[config.mk]
export PLATFORM = sky130hd
export DESIGN_NAME = axi_stream_rr_arbiter
export DESIGN_NICKNAME = d
export VERILOG_FILES = /design/src/rtl/axi_stream_rr_arbiter.sv
export SDC_FILE = /design/constraint.sdc
export NUM_CORES = 1
export LEC_CHECK = 0
export BUFFER_PORTS_ARGS = -buffer_cell sky130_fd_sc_hd__buf_2
export CAP_MARGIN = 0
export CORE_AREA = 4 4 78 80
export CTS_BUF_LIST = sky130_fd_sc_hd__clkbuf_8
export DETAILED_ROUTE_END_ITERATION = 6
export DIE_AREA = 0 0 82 84
export PLACE_DENSITY = 0.72
export SETUP_SLACK_MARGIN = 0.05
export SYNTH_ARGS = -nofsm -noshare
export SYNTH_HDL_FRONTEND = slang
export SYNTH_SLANG_ARGS = --single-unit
[constraint.sdc]
create_clock -name clk -period 1.5 [get_ports clk]
set_clock_uncertainty 0.15 [all_clocks]
set_input_delay 0.225 -clock clk [delete_from_list [all_inputs] [get_ports clk]]
set_output_delay 0.225 -clock clk [all_outputs]
set_load 0.02 [all_outputs]
[src/rtl/axi_stream_rr_arbiter.sv]
// Purpose: packet-granular round-robin arbiter sharing one AXI-Stream master among num_inputs slaves.
// Latency: 1 idle arbitration cycle before each packet, then a combinational pass-through of the granted input.
// Backpressure: m_tready is routed combinationally to s_tready of the granted input only; others see 0.
//
// Ports:
//   clk, resetn            single clock, asynchronous active-low reset
//   s_tvalid/s_tready/...  flattened slave inputs; input i occupies slice i of each bus
//   m_tvalid/m_tready/...  shared master output; m_tid carries the granted input index
//   busy                   high while a packet grant is held
//   grant_idx              current or most recent grant (the round-robin pointer)
module axi_stream_rr_arbiter #(
    parameter int  num_inputs = 4,
    parameter int  byte_width = 4,
    parameter int  user_width = 1,
    localparam int idx_width  = $clog2(num_inputs)
) (
    input  logic                                 clk,
    input  logic                                 resetn,

    input  logic [num_inputs-1:0]                s_tvalid,
    output logic [num_inputs-1:0]                s_tready,
    input  logic [num_inputs*8*byte_width-1:0]   s_tdata,
    input  logic [num_inputs*byte_width-1:0]     s_tkeep,
    input  logic [num_inputs-1:0]                s_tlast,
    input  logic [num_inputs*user_width-1:0]     s_tuser,

    output logic                                 m_tvalid,
    input  logic                                 m_tready,
    output logic [8*byte_width-1:0]              m_tdata,
    output logic [byte_width-1:0]                m_tkeep,
    output logic                                 m_tlast,
    output logic [user_width-1:0]                m_tuser,
    output logic [idx_width-1:0]                 m_tid,

    output logic                                 busy,
    output logic [idx_width-1:0]                 grant_idx
);

    localparam int data_width = 8 * byte_width;

    // Elaboration-time guard on the supported configuration range.
    if (num_inputs < 2 || num_inputs > 16) begin : g_bad_num_inputs
        $error("axi_stream_rr_arbiter: num_inputs must be within 2..16");
    end
    if (user_width < 1) begin : g_bad_user_width
        $error("axi_stream_rr_arbiter: user_width must be at least 1");
    end

    typedef enum logic [0:0] {
        ST_IDLE    = 1'b0,
        ST_GRANTED = 1'b1
    } state_t;

    state_t                 state_q;
    state_t                 state_d;
    logic [idx_width-1:0]   grant_q;
    logic [idx_width-1:0]   grant_d;
    logic [idx_width-1:0]   last_grant_q;
    logic [idx_width-1:0]   last_grant_d;

    // ------------------------------------------------------------------
    // Unpack the flattened slave payload buses so the output mux is a
    // plain array index on the registered grant.
    // ------------------------------------------------------------------
    logic [data_width-1:0]  data_arr [num_inputs];
    logic [byte_width-1:0]  keep_arr [num_inputs];
    logic [user_width-1:0]  user_arr [num_inputs];

    for (genvar gi = 0; gi < num_inputs; gi++) begin : g_unpack
        assign data_arr[gi] = s_tdata[gi*data_width +: data_width];
        assign keep_arr[gi] = s_tkeep[gi*byte_width +: byte_width];
        assign user_arr[gi] = s_tuser[gi*user_width +: user_width];
    end

    // Payload follows grant_q, which only changes between packets, so the
    // output payload is as stable as the granted input's payload.
    assign m_tdata   = data_arr[grant_q];
    assign m_tkeep   = keep_arr[grant_q];
    assign m_tuser   = user_arr[grant_q];
    assign m_tlast   = s_tlast[grant_q];
    assign m_tid     = grant_q;
    assign grant_idx = last_grant_q;

    // ------------------------------------------------------------------
    // Round-robin pick: first requester strictly after last_grant_q,
    // wrapping, so last_grant_q itself is considered last.
    // ------------------------------------------------------------------
    logic                   sel_vld;
    logic [idx_width-1:0]   sel_idx;
    int unsigned            cand;

    always_comb begin
        sel_vld = 1'b0;
        sel_idx = '0;
        cand    = 0;
        for (int k = 1; k <= num_inputs; k++) begin
            cand = (32'(last_grant_q) + 32'(k)) % 32'(num_inputs);
            if (!sel_vld && s_tvalid[idx_width'(cand)]) begin
                sel_vld = 1'b1;
                sel_idx = idx_width'(cand);
            end
        end
    end

    // ------------------------------------------------------------------
    // FSM next-state and outputs.
    // ------------------------------------------------------------------
    always_comb begin
        state_d      = state_q;
        grant_d      = grant_q;
        last_grant_d = last_grant_q;
        m_tvalid     = 1'b0;
        s_tready     = '0;
        busy         = 1'b0;

        case (state_q)
            ST_IDLE: begin
                if (sel_vld) begin
                    grant_d      = sel_idx;
                    last_grant_d = sel_idx;
                    state_d      = ST_GRANTED;
                end
            end

            ST_GRANTED: begin
                busy              = 1'b1;
                m_tvalid          = s_tvalid[grant_q];
                s_tready[grant_q] = m_tready;
                // Grant is held until the TLAST beat actually transfers; a
                // granted input that drops TVALID mid-packet keeps the grant.
                if (m_tvalid && m_tready && m_tlast) begin
                    state_d = ST_IDLE;
                end
            end

            default: begin
                state_d = ST_IDLE;
            end
        endcase
    end

    // Reset leaves last_grant at the top index so input 0 wins first.
    always_ff @(posedge clk or negedge resetn) begin
        if (!resetn) begin
            state_q      <= ST_IDLE;
            grant_q      <= '0;
            last_grant_q <= idx_width'(num_inputs - 1);
        end else begin
            state_q      <= state_d;
            grant_q      <= grant_d;
            last_grant_q <= last_grant_d;
        end
    end

endmodule

Word level (Yosys, flattened, before mapping)
Index checks and enable logic that the tools add are counted.
W data, S select, Z words.
Storage, ports and cells
  register bits after elaboration: 5
  input bits: 159
  output and inout port bits: 48
Cells by class
  $add $sub $neg: 4
  magnitude comparators: 7
  mux-type cells: 37
  bitwise operators: 3
  reductions and logical operators: 10
Operators by type and width (count)
  $bmux W32 S2: 1
  $mux W32: 2
  $mux W1: 17
  $lt A2 B3 Y1 const B: 5
  $bmux W1 S2: 7
  $mux W4: 3
  $bmux W4 S2: 1
  $mux W2: 4
  $logic_and A1 B1 Y1: 6
  $add A2 B1 Y2 const B: 2
  $add A2 B2 Y2 const B: 2
  $and A4 B4 Y4: 1
  $ge A3 B3 Y1 const B: 1
  $logic_not A1 Y1: 3
  $not A2 Y3: 1
  $demux W1 S2: 1
  $ge A2 B1 Y1 const B: 1
  $pmux W1 S2: 1
  $reduce_and A2 Y1: 1
  $not A1 Y1: 1

Longest topological paths before layout
Gate-level depths: netlist of run 1.
  depth after elaboration: 15
  depth in mapped cells: 4
  gate-level depth less buffers: 4

Worst setup path before layout of run 1
OpenSTA, ideal clock, no wires.
  path kind: reg-to-output
  start: register grant_q[1], in the netlist m_tid[1]
  end: output s_tready[2]
  data arrival time: 1.392 ns
  required time: 1.125 ns
  setup slack: -0.267 ns
  stages on the path, launching flop included: 5
  path buffers: 2
  cell sequence: dfrtp_1 -> buf_2 -> buf_2 -> inv_1 -> nor3_1
On the way
  word-level cells in the longest chain between the ends: 6
  elaborated cells between the ends (all ways): 7
  classes of those cells: order compare (2); mux (3); bitwise (1); reduce/logical (1)
RTL lines
  start, declared: line 56  | logic [idx_width-1:0] grant_q;
  start signal, assigned: line 150  | grant_q <= grant_d;
  $lt A2 B3 Y1 (not written as such) or $ge A2 B1 Y1 (tied branches): line 128  | s_tready[grant_q] = m_tready;
  $logic_and A1 B1 Y1 (not written as such): line 128
  $mux W1 (not written as such): line 128
  $demux W1 S2 (*): line 128
  $and A4 B4 Y4 (no source line) (*)
  $mux W4 (*): line 116  | case (state_q)
  end, declared: line 21  | output logic [num_inputs-1:0] s_tready,
Every way passes the cells marked *; elsewhere a longest branch is shown, timed or not.

Worst setup path in the final report of run 1
  start: register grant_q[0], in the netlist m_tid[0]
  end: output m_tuser
On the way
  word-level cells in the longest chain between the ends: 4
RTL lines
  $not A2 Y3 (not written as such): line 79  | assign m_tuser = user_arr[grant_q];
  $bmux W1 S2: line 79
  $mux W1 (not written as such) (2 in a row): line 79
  end, declared: line 32  | output logic [user_width-1:0] m_tuser,
No other way between the ends. The select of a mux whose other input is x is not followed.

==> results.yml, run 1 <==
timing:
  finalSetupViolCount: 44
  fmax_mhz: 506
  rsz0062_at_grt: "true"
  tightest_slew_ps: 270
  tns_ps: -17850
  fin_ws_ps: -477
  finalCritPeriodShare: 1.32
  maxSlewViolCount: 0
  fin_crit_ps: 1980
  max-slew-margin-rel: 0.820
  hold_viol_final: 0
final_layout:
  syn2layout_area_growth_pct: 112
  nNetsFinal: 464
  antenna_cells: 0
  fin_cells: 376
  utilization: 0.502
  drive_gt1_frac: 0.924
global_routing:
  antenna_found_initial: 0
  grt_pass1_wl_um: 9380
  grt_remaining_overflow: 0
  grt_max_degree: 24
  grt_pass1_vias: 1889
  track_usage: 0.178
worst_setup_path:
  cp_cell_sequence: "buf_12 -> mux4_1 -> buf_2"
  cp_slowest_cell: "mux4_1"
  reg2reg_depth: 4
  critPathRequiredTime_ps: 1120
  critical_path.startpoint_type: "register"
  reg2reg_from: "m_tid[0]"
  path_class: "register to output port"
  regToRegEndpoint: "state_q"
  cp-end-kind: "output port"
  r2r_slack_ps: -180
  cp.arrival_ps: 1600
  crit_fanout: 9
  critPathMaxStageDelay_ps: 550
placement:
  dpl.cell_count: 366
  port_buffers: 206
  hpwl_um: 5870
  gp_congestion: 0.836
clock_network:
  clkSinkCount: 5
  ctsHtreeMaxLevel: 1
  cts_tree: "yes"
  cts_max_path_buffers: 2
  clock_latency_ps: 220
  root_buffer: "clkbuf_8"
  clk_pin_slew_ps: 30
  cts_buffers: 3
job:
  max_cap_violations: 0
logic_synthesis:
  yosys_warnings: 0
  syn-instance-count: 85
  syn_area_um2: 1280
  syn_nets: 244
  ys_seq_area_frac: 0.0997
  avgSynthCellArea_um2: 15.1
  synth-seq-cells: 5
  synth.distinct_cells: 27
run_status:
  violations: "negative setup slack"
  status: "finished with violations"
min_path:
  min_to: "state_q"
  holdPathStages: 2
  hp-start: "m_tready"
  worstHoldPathType: "input pin to register"
routing:
  ant_nets: 0
  wire_per_inst_um: 18.1
  vias: 1810
  avgViaCountPerCell: 4.81
  post-route-drc-count: 0
  routed_wl_um: 6800
  drt_iter0_drc: 46
  firstDrtPassIters: 3
power:
  intPower_mw: 2.59
  max-vdd-ir-drop_uv: 946
  seqPwrFrac: 0.074
  switching_share: 0.463
  power.density_nw_per_um2: 1780
  switchingPower_mw: 2.24
  p_comb_frac: 0.876
  clkPwrFrac: 0.050
  leakage_nw: 1.39
floorplanning:
  num_rows: 27
  fp.dieW_um: 82
  die_area_um2: 6890
  design.core.area_um2: 5410
  start_util: 0.237
  die_y_um: 84
  io_pins: 207
-- cell usage in the layout, fill, tap and decap left out, types with 2 or more instances in the layout --
cell	count
buf_4	12
nand2_1	2
nor2b_1	2
dfrtp_2	3
nor3_2	2
mux4_2	38
buf_2	194
buf_12	4
dfstp_2	2
a21o_1	2
clkbuf_8	3
o21a_1	2
inv_1	5
o21ai_0	2
buf_6	13
-- per-layer routing --
layer  track usage  wire length [µm]  up-vias
met4        0.0544               146        0
met3        0.0346               543       13
met5             0                 0        -
li1              -                 -      822
met1         0.182              2280      880
met2         0.348              3820       95
-- cell families (layout without fill, tap and decap cells) --
kind of cell / after synthesis / after routing / synth area share
muxes: 40 / 40 / 0.700
DFF: 5 / 5 / 0.0997
buffers and inverters: 14 / 233 / 0.0723
and+or+nand+nor: 14 / 14 / 0.0557
AOI/OAI and AO/OA: 12 / 12 / 0.0723
-- sequential cells by signal, summed over array words and instances (netlist names) --
name / flops
m_tid: 2
state_q: 1
grant_idx: 2
-- power by group through the flow --
| stage | sequential [mW] | combinational (mW) | clock [mW] |
|---|---|---|---|
| 2_1_floorplan | 0.370 | 2.74 | 0 |
| 3_3_place_gp | 0.323 | 3.71 | 0 |
| 3_5_place_dp | 0.324 | 3.76 | 0 |
| 4_1_cts | 0.339 | 4.06 | 0.250 |
| 5_1_grt | 0.377 | 4.49 | 0.262 |
| 6_report | 0.357 | 4.23 | 0.241 |
-- worst max-delay path, delay by kind of cell, from the launching register on --
family	cells	cell delay [ps]
flip-flops	1	470
buffers and inverters	2	360
multiplexers	1	550
-- layout make-up --
type,count,area (µm²)
fill,530,2690
tap,72,90.1
clock buffer,3,41.3
inverter,4,15.0
multi-input combinational,66,1110
sequential,5,131
clock inverter,1,3.75
timing repair buffer,225,1320
-- synth_stat cells (all sizes together) --
library cell | n | area, µm²
o21ai | 2 | 10.0
o21a | 2 | 15.0
a21o | 2 | 15.0
nor2b | 2 | 12.5
nor4 | 1 | 6.26
nand2b | 1 | 6.26
nand3 | 1 | 5.00
and2 | 1 | 6.26
nor2 | 3 | 11.3
dfrtp | 3 | 75.1
inv | 4 | 15.0
nor3 | 2 | 10.0
a2bb2oi | 1 | 8.76
a41oi | 1 | 16.3
a21oi | 1 | 5.00
o211ai | 1 | 7.51
or2 | 1 | 6.26
mux4 | 39 | 886
o22ai | 1 | 6.26
dfstp | 2 | 52.6
mux2i | 1 | 10.0
a221oi | 1 | 8.76
nand2 | 2 | 7.51
buf | 10 | 77.6
-- metrics by stage --
stage,setup WS (ps),area (µm²),hold WS (ps),total power [mW]
after floorplan,-165,1340,-221,3.11
after global placement,-250,2460,-104,4.03
after detailed placement,-275,2460,-103,4.08
after CTS,-504,2620,159,4.65
after global routing,-535,2710,169,5.13
final,-477,2710,164,4.83
-- worst max-delay path by stage --
stage,start,to,cells past startpoint
after floorplan,m_tid[0],m_tdata[0],3
after global placement,m_tid[0],m_tkeep[0],3
after detailed placement,m_tid[0],m_tkeep[0],3
after CTS,m_tid[0],m_tuser,3
after global routing,m_tid[0],m_tuser,3
final,m_tid[0],m_tuser,3
-- repair_timing --
action                                  in CTS  in global routing
gates resized for setup                     17                 21
endpoints found under the hold margin        5                  0
setup buffers                                2                  2
pin swaps                                    0                  2
hold buffers                                 1                  0
endpoints found under the setup margin      46                 50
cloned                                       1                  1
Power figures use the tool's default switching activity.
==> run 2, diff against run 1 <==
Settings changed: CELL_PAD_IN_SITES_DETAIL_PLACEMENT from default to 0, CELL_PAD_IN_SITES_GLOBAL_PLACEMENT from default to 2, CORE_AREA 4 4 78 80 to default, CORE_MARGIN from default to 4, CORE_UTILIZATION from default to 12, DIE_AREA 0 0 82 84 to default, PLACE_DENSITY 0.72 to default, PLACE_DENSITY_LB_ADDON from default to 0.1.
==> run 2 against run 1 <==
  * The run still ends with negative setup slack left
  * Utilization fell by 19 points
  * Hold slack worse by 9.8 ps
  * Combinational power increased by 35%
  * Register-to-register slack got worse by 70 ps
  * Non-clock buffer count increased by 13
  * First-iteration DRC count rose by 54%
  * Total power increased by 30%
  * Sequential cell count is the same
  * Critical endpoint is now m_tlast
  * Largest cell class unchanged
  * Highest routed layer unchanged
==> results.yml, run 2 (synthesized netlist as in run 1, its figures left out) <==
timing:
  max-slew-margin-rel: 0.742
  tns_ps: -17240
  fin_ws_ps: -444
  maxSlewViolCount: 0
  whs_ps: 154
  finalCritPeriodShare: 1.30
  tightest_slew_ps: 383
  finalSetupViolCount: 45
  fin_crit_ps: 1940
  fmax_mhz: 514
  hold_viol_final: 0
  rsz0062_at_grt: "true"
min_path:
  min_to: "state_q"
  holdPathStages: 2
  hp-start: "m_tready"
  worstHoldPathType: "input pin to register"
worst_setup_path:
  critical-path-top-delay-family: "multiplexers"
  critPathRequiredTime_ps: 1120
  cp-end-kind: "output port"
  crit_buf_inv: 3
  regToRegEndpoint: "state_q"
  critical_path.startpoint_type: "register"
  path_common_cell: "buf_6"
  reg2reg_depth: 5
  cp.arrival_ps: 1570
  reg2reg_from: "m_tid[0]"
  critPathMaxStageDelay_ps: 530
  r2r_slack_ps: -250
  cp_slowest_cell: "mux4_2"
  path_class: "register to output port"
  cp_cell_sequence: "buf_6 -> buf_12 -> mux4_2 -> buf_6"
  crit_fanout: 6
clock_network:
  cts_tree: "yes"
  clkSinkCount: 5
  cts_max_path_buffers: 2
  clk_pin_slew_ps: 40
  cts_buffers: 3
  clock_latency_ps: 220
  ctsHtreeMaxLevel: 1
  root_buffer: "clkbuf_8"
final_layout:
  regArea_um2: 131
  syn2layout_area_growth_pct: 154
  final_cell_mix: "buf_2 (160), buf_6 (52), mux4_2 (39)"
  drive_gt1_frac: 0.931
  n_fill_cell: 1117
  final_common_cell: "buf_2"
  multi_input_area_um2: 1110
  nNetsFinal: 477
floorplanning:
  design.core.area_um2: 10400
  die_y_um: 111
  io_pins: 207
  num_rows: 37
  fp.dieW_um: 111
  die_area_um2: 12400
  start_util: 0.123
global_routing:
  grt_remaining_overflow: 0
  track_usage: 0.125
  grt_max_degree: 23
  grt_pass1_wl_um: 12200
  antenna_found_initial: 1
  grt_pass1_vias: 2009
routing:
  firstDrtPassIters: 4
  ant_nets: 0
  routed_wl_um: 8550
  post-route-drc-count: 0
  drt_iter0_drc: 71
  wire_per_inst_um: 18.8
  vias: 1870
  avgViaCountPerCell: 4.12
power:
  power.density_nw_per_um2: 1940
  max-vdd-ir-drop_uv: 901
  leakage_nw: 1.57
placement:
  hpwl_um: 6770
  gp_congestion: 0.774
  port_buffers: 206
run_status:
  status: "finished with violations"
  violations: "negative setup slack"
job:
  max_cap_violations: 0
## run 2: timing repair
item / 4_1_cts / 5_1_grt
setup endpoints to repair: 48 / 51
hold buffers: 1 / 0
hold endpoints to repair: 5 / 0
cloned: 3 / 5
buffers inserted: 5 / 7
pin swaps: 1 / 5
gates resized for setup: 28 / 95
## run 2: per-stage QoR
step	area, µm²	util	power, mW	instances	setup WS (ps)
3_5_place_dp	2550	0.246	4.20	430	-238
3_3_place_gp	2550	0.246	4.24	430	-231
4_1_cts	2810	0.271	5.11	443	-473
2_1_floorplan	1340	-	3.11	85	-165
5_1_grt	3250	0.313	6.64	454	-482
6_report	3250	0.313	6.28	454	-444
## run 2: metal layers
metal | GRT usage | routed length [µm] | vias up
met1 | 0.141 | 3120 | 916
met2 | 0.240 | 4790 | 95
met5 | 0 | 0 | -
met3 | 0.0262 | 565 | 6
met4 | 0.0243 | 70 | 0
li1 | - | - | 853
## run 2: power by group
part,internal (mW),switching [mW]
combinational,3.27,2.43
clock,0.176,0.0670
sequential,0.225,0.108
total,3.67,2.61
## run 2: worst max path at each step
stage	startpoint	to	cells after the start
after floorplan	m_tid[0]	m_tdata[0]	3
after global placement	m_tid[0]	m_tdata[9]	3
after detailed placement	m_tid[0]	m_tkeep[3]	3
after CTS	m_tid[0]	m_tlast	3
after global routing	m_tid[0]	m_tlast	4
final	m_tid[0]	m_tlast	4
## run 2: cell type report
type	count	area share
clock inverter	1	0.00116
clock buffer	3	0.0127
multi-input combinational	66	0.341
timing repair buffer	238	0.543
inverter	4	0.00848
sequential	5	0.0405
antenna	1	0.000771
tap	136	0.0524
==> run 3, diff against run 2 <==
Settings changed: CTS_BUF_LIST sky130_fd_sc_hd__clkbuf_8 to default.
==> run 3 against run 2 <==
  * The run still ends with negative setup slack left
  * Register-to-register slack barely moved
  * Fmax barely moved
  * Sequential cell count is the same
  * Critical path depth is the same
  * Non-clock buffer count unchanged
  * Clock-buffer cell count up 1
  * Wire length about the same
  * Cell count unchanged
  * Setup slack improved by 0.58 ps
  * Hold slack is essentially flat
  * Die area unchanged
  * Sequential power about the same
  * Critical path type unchanged
  * Critical endpoint unchanged
==> results.yml, run 3 (synthesized netlist as in run 1, its figures left out) <==
power:
  power.density_nw_per_um2: 1940
  max-vdd-ir-drop_uv: 902
  leakage_nw: 1.56
  finalPower_mw: 6.29
routing:
  firstDrtPassIters: 4
  ant_nets: 0
  vias: 1870
  avgViaCountPerCell: 4.12
  routed_wl_um: 8550
  wire_per_inst_um: 18.8
  post-route-drc-count: 0
  drt_iter0_drc: 71
timing:
  maxSlewViolCount: 0
  fin_crit_ps: 1940
  rsz0062_at_grt: "true"
  tightest_slew_ps: 383
  fmax_mhz: 515
  max-slew-margin-rel: 0.742
  fin_ws_ps: -443
  whs_ps: 154
  hold_viol_final: 0
  finalCritPeriodShare: 1.30
  finalSetupViolCount: 45
clock_network:
  clock_latency_ps: 220
  clkSinkCount: 5
  root_buffer: "clkbuf_8"
  clk_pin_slew_ps: 40
  cts_buffers: 3
  cts_max_path_buffers: 2
  ctsHtreeMaxLevel: 1
  cts_tree: "yes"
worst_setup_path:
  cp.arrival_ps: 1570
  critical_path.startpoint_type: "register"
  crit_fanout: 6
  cp-end-kind: "output port"
  critPathRequiredTime_ps: 1120
  path_class: "register to output port"
floorplanning:
  design.core.area_um2: 10400
  num_rows: 37
  fp.dieW_um: 111
  die_area_um2: 12400
  start_util: 0.123
  die_y_um: 111
  io_pins: 207
final_layout:
  nNetsFinal: 477
  n_fill_cell: 1117
  regArea_um2: 131
  syn2layout_area_growth_pct: 154
  multi_input_area_um2: 1110
  drive_gt1_frac: 0.931
  final_cell_mix: "buf_2 (160), buf_6 (52), mux4_2 (39)"
  final_common_cell: "buf_2"
  utilization: 0.313
placement:
  gp_congestion: 0.774
  place_ws_ps: -238
  hpwl_um: 6770
  port_buffers: 206
global_routing:
  grt_pass1_vias: 2009
  grt_max_degree: 23
  track_usage: 0.125
  grt_pass1_wl_um: 12200
  grt_remaining_overflow: 0
  antenna_found_initial: 1
run_status:
  status: "finished with violations"
  violations: "negative setup slack"
min_path:
  worstHoldPathType: "input pin to register"
job:
  max_cap_violations: 0
==> run 3: final cells by class <==
cell class,instances,area share
clock buffers,4,0.0139
multi-input cells,66,0.341
well taps,136,0.0524
flip-flops and latches,5,0.0405
diodes,1,0.000771
inverters,4,0.00848
repair buffers,238,0.543
==> run 3: worst paths after layout <==
kind,start,to,slack [ps],cells after the start
min in group asynchronous,resetn,m_tid[1],210,2
worst max-delay path,m_tid[0],m_tlast,-440,4
worst min-delay path,m_tready,state_q,150,2
max in group asynchronous,resetn,grant_idx[0],770,2
worst max register to register,m_tid[0],state_q,-250,5
worst min register to register,grant_idx[0],grant_idx[0],420,1
==> run 3: repair_timing <==
item                                   in CTS  in global routing
hold buffers                                1                  0
gates cloned                                3                  5
setup buffers                               5                  7
pin swaps                                   1                  5
setup endpoints to repair                  48                 51
endpoints found under the hold margin       5                  0
gates resized for setup                    28                 95
==> run 3: critical path: stages (launching register included) <==
cell and delay (ps):
dfrtp_2 390, buf_6 140, buf_12 130, mux4_2 530, buf_6 150
==> run 3: report_power, final <==
part | internal [mW] | switching [mW]
Combinational | 3.27 | 2.43
Sequential | 0.225 | 0.108
Clock | 0.182 | 0.0664
Total | 3.68 | 2.61
==> run 3: metrics by stage <==
stage	cells	instance area [µm²]	TNS [ps]
finish	454	3250	-17210
global route	454	3250	-19120
global placement	430	2550	-7470
floorplan	85	1340	-6370
CTS	443	2810	-17380
detailed placement	430	2550	-7620
==> run 3: metal layers <==
metal / global-route usage / wire (µm)
met4: 0.0243 / 70
met5: 0 / 0
met2: 0.240 / 4790
met1: 0.141 / 3120
met3: 0.0262 / 565
